### src/rtl/ysyx_24110006_exu_commit.sv
// ysyx_24110006_exu_commit
// Commit queue between the execute stage and write-back. Execute-stage
// entries are held in a small FIFO and the head entry is presented
// combinationally downstream. Load/store entries (i_mem=1) complete the
// upstream handshake but are not stored, since the LSU owns them. Popping a
// head that jumps/traps/branches squashes everything still queued; i_flush
// empties the queue unconditionally.
//
// Ports
//   i_clock, i_reset_n      clock, asynchronous active-low reset
//   i_alu_t .. i_mem        execute-stage entry fields
//   i_result, i_upc         ALU result and update PC
//   i_valid / o_ready       upstream handshake
//   o_valid / i_ready       downstream handshake
//   i_flush                 pipeline kill
//   o_upc .. o_jump         head-entry fields (enables/jump gated by o_valid)
//   o_count                 number of stored entries
module ysyx_24110006_exu_commit #(
    parameter int XLEN  = 32,
    parameter int RD_W  = 5,
    parameter int DEPTH = 2
) (
    input  logic                     i_clock,
    input  logic                     i_reset_n,
    input  logic [3:0]               i_alu_t,
    input  logic [RD_W-1:0]          i_reg_rd,
    input  logic                     i_cmp,
    input  logic                     i_zero,
    input  logic                     i_result_t,
    input  logic                     i_reg_wen,
    input  logic                     i_csr_wen,
    input  logic                     i_jump,
    input  logic                     i_trap,
    input  logic                     i_mem,
    input  logic [XLEN-1:0]          i_result,
    input  logic [XLEN-1:0]          i_upc,
    input  logic                     i_valid,
    output logic                     o_ready,
    output logic                     o_valid,
    input  logic                     i_ready,
    input  logic                     i_flush,
    output logic [XLEN-1:0]          o_upc,
    output logic [XLEN-1:0]          o_result,
    output logic [RD_W-1:0]          o_reg_rd,
    output logic                     o_result_t,
    output logic                     o_reg_wen,
    output logic                     o_csr_wen,
    output logic                     o_jump,
    output logic [$clog2(DEPTH):0]   o_count
);

    localparam int PW = $clog2(DEPTH);
    localparam int CW = PW + 1;
    localparam int EW = 4 + RD_W + 7 + 2 * XLEN;
    localparam logic [CW-1:0] DEPTH_C = CW'(DEPTH);

    logic [EW-1:0]   r_mem [DEPTH];
    logic [PW-1:0]   r_head;
    logic [PW-1:0]   r_tail;
    logic [CW-1:0]   r_count;

    logic            w_ready;
    logic            w_valid;
    logic            w_accept;
    logic            w_push;
    logic            w_pop;
    logic            w_redirect;
    logic            w_branch;
    logic            w_jump;
    logic [EW-1:0]   w_in;

    logic [3:0]      w_h_alu_t;
    logic [RD_W-1:0] w_h_rd;
    logic            w_h_cmp;
    logic            w_h_zero;
    logic            w_h_result_t;
    logic            w_h_reg_wen;
    logic            w_h_csr_wen;
    logic            w_h_jump;
    logic            w_h_trap;
    logic [XLEN-1:0] w_h_result;
    logic [XLEN-1:0] w_h_upc;

    // Handshake depends only on occupancy, never on i_ready.
    assign w_ready    = (r_count < DEPTH_C);
    assign w_valid    = (r_count != '0);
    assign w_accept   = i_valid && w_ready && !i_flush;
    assign w_push     = w_accept && !i_mem;
    assign w_pop      = w_valid && i_ready;
    assign w_redirect = w_pop && w_jump;

    assign w_in = {i_alu_t, i_reg_rd, i_cmp, i_zero, i_result_t, i_reg_wen,
                   i_csr_wen, i_jump, i_trap, i_result, i_upc};

    assign {w_h_alu_t, w_h_rd, w_h_cmp, w_h_zero, w_h_result_t, w_h_reg_wen,
            w_h_csr_wen, w_h_jump, w_h_trap, w_h_result, w_h_upc} = r_mem[r_head];

    always_comb begin
        w_branch = 1'b0;
        case (w_h_alu_t)
            4'b1000:          w_branch = w_h_zero;
            4'b1001:          w_branch = !w_h_zero;
            4'b1100, 4'b1110: w_branch = w_h_cmp;
            4'b1101, 4'b1111: w_branch = !w_h_cmp;
            default:          w_branch = 1'b0;
        endcase
    end

    assign w_jump = w_valid && (w_h_trap || w_h_jump || w_branch);

    // Payload is not reset; a write that lands during a redirect is harmless
    // because the pointers are cleared in the same edge.
    always_ff @(posedge i_clock) begin
        if (w_push) begin
            r_mem[r_tail] <= w_in;
        end
    end

    always_ff @(posedge i_clock or negedge i_reset_n) begin
        if (!i_reset_n) begin
            r_head  <= '0;
            r_tail  <= '0;
            r_count <= '0;
        end else if (i_flush || w_redirect) begin
            r_head  <= '0;
            r_tail  <= '0;
            r_count <= '0;
        end else begin
            if (w_push) begin
                r_tail <= r_tail + PW'(1);
            end
            if (w_pop) begin
                r_head <= r_head + PW'(1);
            end
            case ({w_push, w_pop})
                2'b10:   r_count <= r_count + CW'(1);
                2'b01:   r_count <= r_count - CW'(1);
                default: r_count <= r_count;
            endcase
        end
    end

    assign o_ready    = w_ready;
    assign o_valid    = w_valid;
    assign o_upc      = w_h_upc;
    assign o_result   = w_h_result;
    assign o_reg_rd   = w_h_rd;
    assign o_result_t = w_h_result_t;
    assign o_reg_wen  = w_valid && w_h_reg_wen;
    assign o_csr_wen  = w_valid && w_h_csr_wen;
    assign o_jump     = w_jump;
    assign o_count    = r_count;

endmodule

### config.mk
export PLATFORM = sky130hd
export DESIGN_NAME = ysyx_24110006_exu_commit
export DESIGN_NICKNAME = d
export VERILOG_FILES = /design/src/rtl/ysyx_24110006_exu_commit.sv
export SDC_FILE = /design/constraint.sdc
export NUM_CORES = 1
export LEC_CHECK = 0
export BUFFER_PORTS_ARGS = -buffer_cell sky130_fd_sc_hd__buf_2
export CORE_ASPECT_RATIO = 1.2
export CORE_UTILIZATION = 55
export DETAILED_ROUTE_END_ITERATION = 8
export HOLD_SLACK_MARGIN = 0.05
export PLACE_DENSITY = 0.9
export SYNTH_ARGS = -nofsm -noshare
export SYNTH_HDL_FRONTEND = slang
export SYNTH_SLANG_ARGS = --single-unit
### constraint.sdc
create_clock -name i_clock -period 9.2 [get_ports i_clock]
set_input_delay 0 -clock i_clock [delete_from_list [all_inputs] [get_ports i_clock]]
set_output_delay 0 -clock i_clock [all_outputs]
set_load 0.01 [all_outputs]
==> impl_metrics.env <==
export IMPL_clock_fmax_ghz=0.364
export IMPL_cts_made_buffers=17
export IMPL_num_vias=3485
export IMPL_cts_tree="done"
export IMPL_netlist_area_mm2=0.00601
export IMPL_drc=0
export IMPL_synth_top_area_cell="edfxtp_1"
export IMPL_period_minus_slack_ns=2.75
export IMPL_syn_instance_count=281
export IMPL_core_area_mm2=0.0106
export IMPL_timing_rr_start="r_head$_DFFE_PN0P_"
export IMPL_crit_start="r_head$_DFFE_PN0P_"
export IMPL_hold_viol_final=0
export IMPL_h_tree_depth=4
export IMPL_rsz0062_at_grt="false"
export IMPL_root_buffer="clkbuf_16"
export IMPL_clk_latency_ns=0.41
export IMPL_relSlewSlack_pct=27.6
export IMPL_syn_nets=368
export IMPL_viasPerCell=5.11
export IMPL_crit_arrival_ns=3.09
export IMPL_clk_pin_slew_worst_paths_ns=0.06
export IMPL_ant_nets=0
export IMPL_dp_hpwl_mm=6.51
export IMPL_synth_avg_cell_area_um2=21.4
export IMPL_hp_start="i_upc[13]"
export IMPL_die_h_um=116
export IMPL_setup_tns_ns=0
export IMPL_ys_ff_latch=164
export IMPL_synth_seq_area_share_pct=81.6
export IMPL_port_buffer_count=162
export IMPL_yosysWarnings=0
export IMPL_cts_resized=0
export IMPL_track_usage_pct=22.2
export IMPL_cp_start_kind="register"
export IMPL_num_io_pins=163
export IMPL_p_leak_nw=3.15
export IMPL_layout_drive_gt1_share_pct=47.8
export IMPL_crit_required_ns=9.55
export IMPL_finalHoldWorstSlack_ns=0.307
export IMPL_min_period_over_period_pct=29.8
export IMPL_power_density_mw_per_mm2=204
export IMPL_worst_slew_pin_slew_ns=1.09
export IMPL_grt_max_degree=81
export IMPL_firstDrtPassIters=5
export IMPL_wirelength_mm=12.5
export IMPL_cts_buffer_depth=2
export IMPL_max_cap_violations=0
export IMPL_crit_type="reg2reg"
export IMPL_final_max_slew_viol_count=0
export IMPL_finClkSkew_ns=0.00752
export IMPL_gp_congestion=0.683
export IMPL_syn_to_final_growth_pct=40.2
export IMPL_layout_nets=626
export IMPL_grt_ovfl_total=0
export IMPL_dieWidth_um=97.4
export IMPL_row_count=41
export IMPL_antenna_found_initial=1
export IMPL_ys_types=23
export IMPL_cts_sinks=164
export IMPL_grt_pass1_wl_mm=18.6
export IMPL_yosysTopAreaCellShare_pct=80.0
export IMPL_finalSetupViolations=0
export IMPL_status="complete, no violations"
export IMPL_initial_utilization_pct=56.9
export IMPL_synthTopCellsByArea="edfxtp_1, mux2_2, dfrtp_1"
export IMPL_detail_route_wl_per_cell_um=18.3
export IMPL_holdCritPathClass="in2reg"
export IMPL_grt_pass1_vias=3676
export IMPL_dieArea_mm2=0.0113
export IMPL_vdd_drop_max_uv=126
export IMPL_end_kind="register"
export IMPL_crit_fanout=76
export IMPL_drt_iter0_drc=147
==> area by class of cell <==
class,instances,area (um^2)
tap,129,161
clock inverter,8,150
inverter,6,22.5
clock buffer,24,462
antenna,1,2.50
timing repair buffer,248,1670
fill,553,2140
sequential,164,4910
multi-input combinational,102,1050
==> sequential cells by signal, summed over array words and instances (netlist names) <==
register,flops
r_mem,160
o_count,2
r_head,1
r_tail,1
==> timing repair <==
action                                 CTS  global route
hold buffers                            85             0
buffers inserted                         0             0
endpoints found under the hold margin  168             0
==> synthesized netlist by cell type (all sizes together) <==
| cell | number |
|---|---|
| mux2 | 70 |
| o31ai | 1 |
| clkbuf | 1 |
| dfrtp | 4 |
| and2 | 2 |
| mux2i | 4 |
| o22ai | 1 |
| o221ai | 1 |
| or3 | 1 |
| nor2 | 5 |
| xor2 | 3 |
| a211oi | 3 |
| nand2 | 1 |
| o211ai | 2 |
| nor2b | 1 |
| nor4b | 1 |
| nor4 | 1 |
| o32ai | 1 |
| ha | 1 |
| xnor2 | 3 |
| inv | 6 |
| edfxtp | 160 |
| buf | 8 |
==> layout by cell type, fill, tap and decap left out <==
cell,instances
buf_2,162
inv_1,6
mux2i_1,4
and2_4,1
o22ai_1,1
and2_1,1
diode_2,1
edfxtp_1,160
nand2_1,1
xnor2_1,3
xor2_1,3
or3_1,1
bufinv_16,4
ha_1,1
o32ai_1,1
a211oi_1,3
nor2_4,1
nor4_1,1
clkinv_2,1
dlygate4sd3_1,85
nor2b_1,1
o211ai_1,2
o221ai_2,1
buf_4,1
nor2_1,4
dfrtp_1,3
mux2_2,70
clkbuf_8,1
clkinv_4,2
o31ai_1,1
clkbuf_16,17
nor4b_2,1
dfrtp_4,1
clkinvlp_4,1
clkbuf_1,6
==> where the power goes <==
part,total [mW],switching [mW],internal (mW)
clock,0.725,0.263,0.462
combinational,0.138,0.0626,0.0752
sequential,0.856,0.0129,0.843
total,1.72,0.338,1.38
==> layer usage <==
layer | vias up | GRT usage, % | share of wire [%] | wire length [um]
met5 | - | 0 | 0 | 0
li1 | 1627 | - | - | -
met2 | 120 | 42.1 | 58 | 7180
met1 | 1724 | 23.5 | 36 | 4550
met3 | 14 | 6.10 | 4.6 | 570
met4 | 0 | 8.92 | 1.4 | 173
==> cell families (layout without fill, tap and decap cells) <==
| kind of cell | count (synthesis) | count (layout) | share of synthesized area, % |
|---|---|---|---|
| AOI/OAI and AO/OA | 9 | 9 | 1.25 |
| xor gates and xnor gates | 6 | 6 | 0.875 |
| adders and majority gates | 1 | 1 | 0.208 |
| buffers and inverters | 15 | 286 | 1.10 |
| DFF | 164 | 164 | 81.6 |
| muxes | 74 | 74 | 13.8 |
| other | 0 | 1 | 0 |
| and+or+nand+nor | 12 | 12 | 1.15 |
==> stage by stage <==
| stage | total power, mW | instances | util (%) | worst slack [ns] | instance area (um^2) |
|---|---|---|---|---|---|
| after floorplan | 0.924 | 281 | - | 4.42 | 6010 |
| after global placement | 0.970 | 564 | 65.8 | 6.93 | 6960 |
| after detailed placement | 0.977 | 564 | 65.8 | 6.78 | 6960 |
| after CTS | 1.72 | 681 | 79.7 | 6.48 | 8420 |
| after global routing | 1.77 | 682 | 79.7 | 6.24 | 8420 |
| final | 1.72 | 682 | 79.7 | 6.45 | 8420 |
==> final timing paths <==
path / cells past startpoint / endpoint / slack [ns]
worst min register to register: 3 / r_head$_DFFE_PN0P_ / 0.56
worst min-delay path: 2 / r_mem[1][13]$_DFFE_PP_ / 0.31
worst max-delay path: 5 / r_tail$_DFFE_PN0P_ / 6.45
min in group asynchronous: 3 / o_count[0]$_DFFE_PN0P_ / 0.49
max in group asynchronous: 3 / r_head$_DFFE_PN0P_ / 8.52
worst max register to register: 5 / r_tail$_DFFE_PN0P_ / 6.45
==> critical path, cell delays in order (launching register included) <==
cell	delay (ns)
dfrtp_4	1.08
inv_1	0.20
o31ai_1	0.35
o221ai_2	0.20
a211oi_1	0.28
dlygate4sd3_1	0.58
Power figures use the tool's default switching activity.
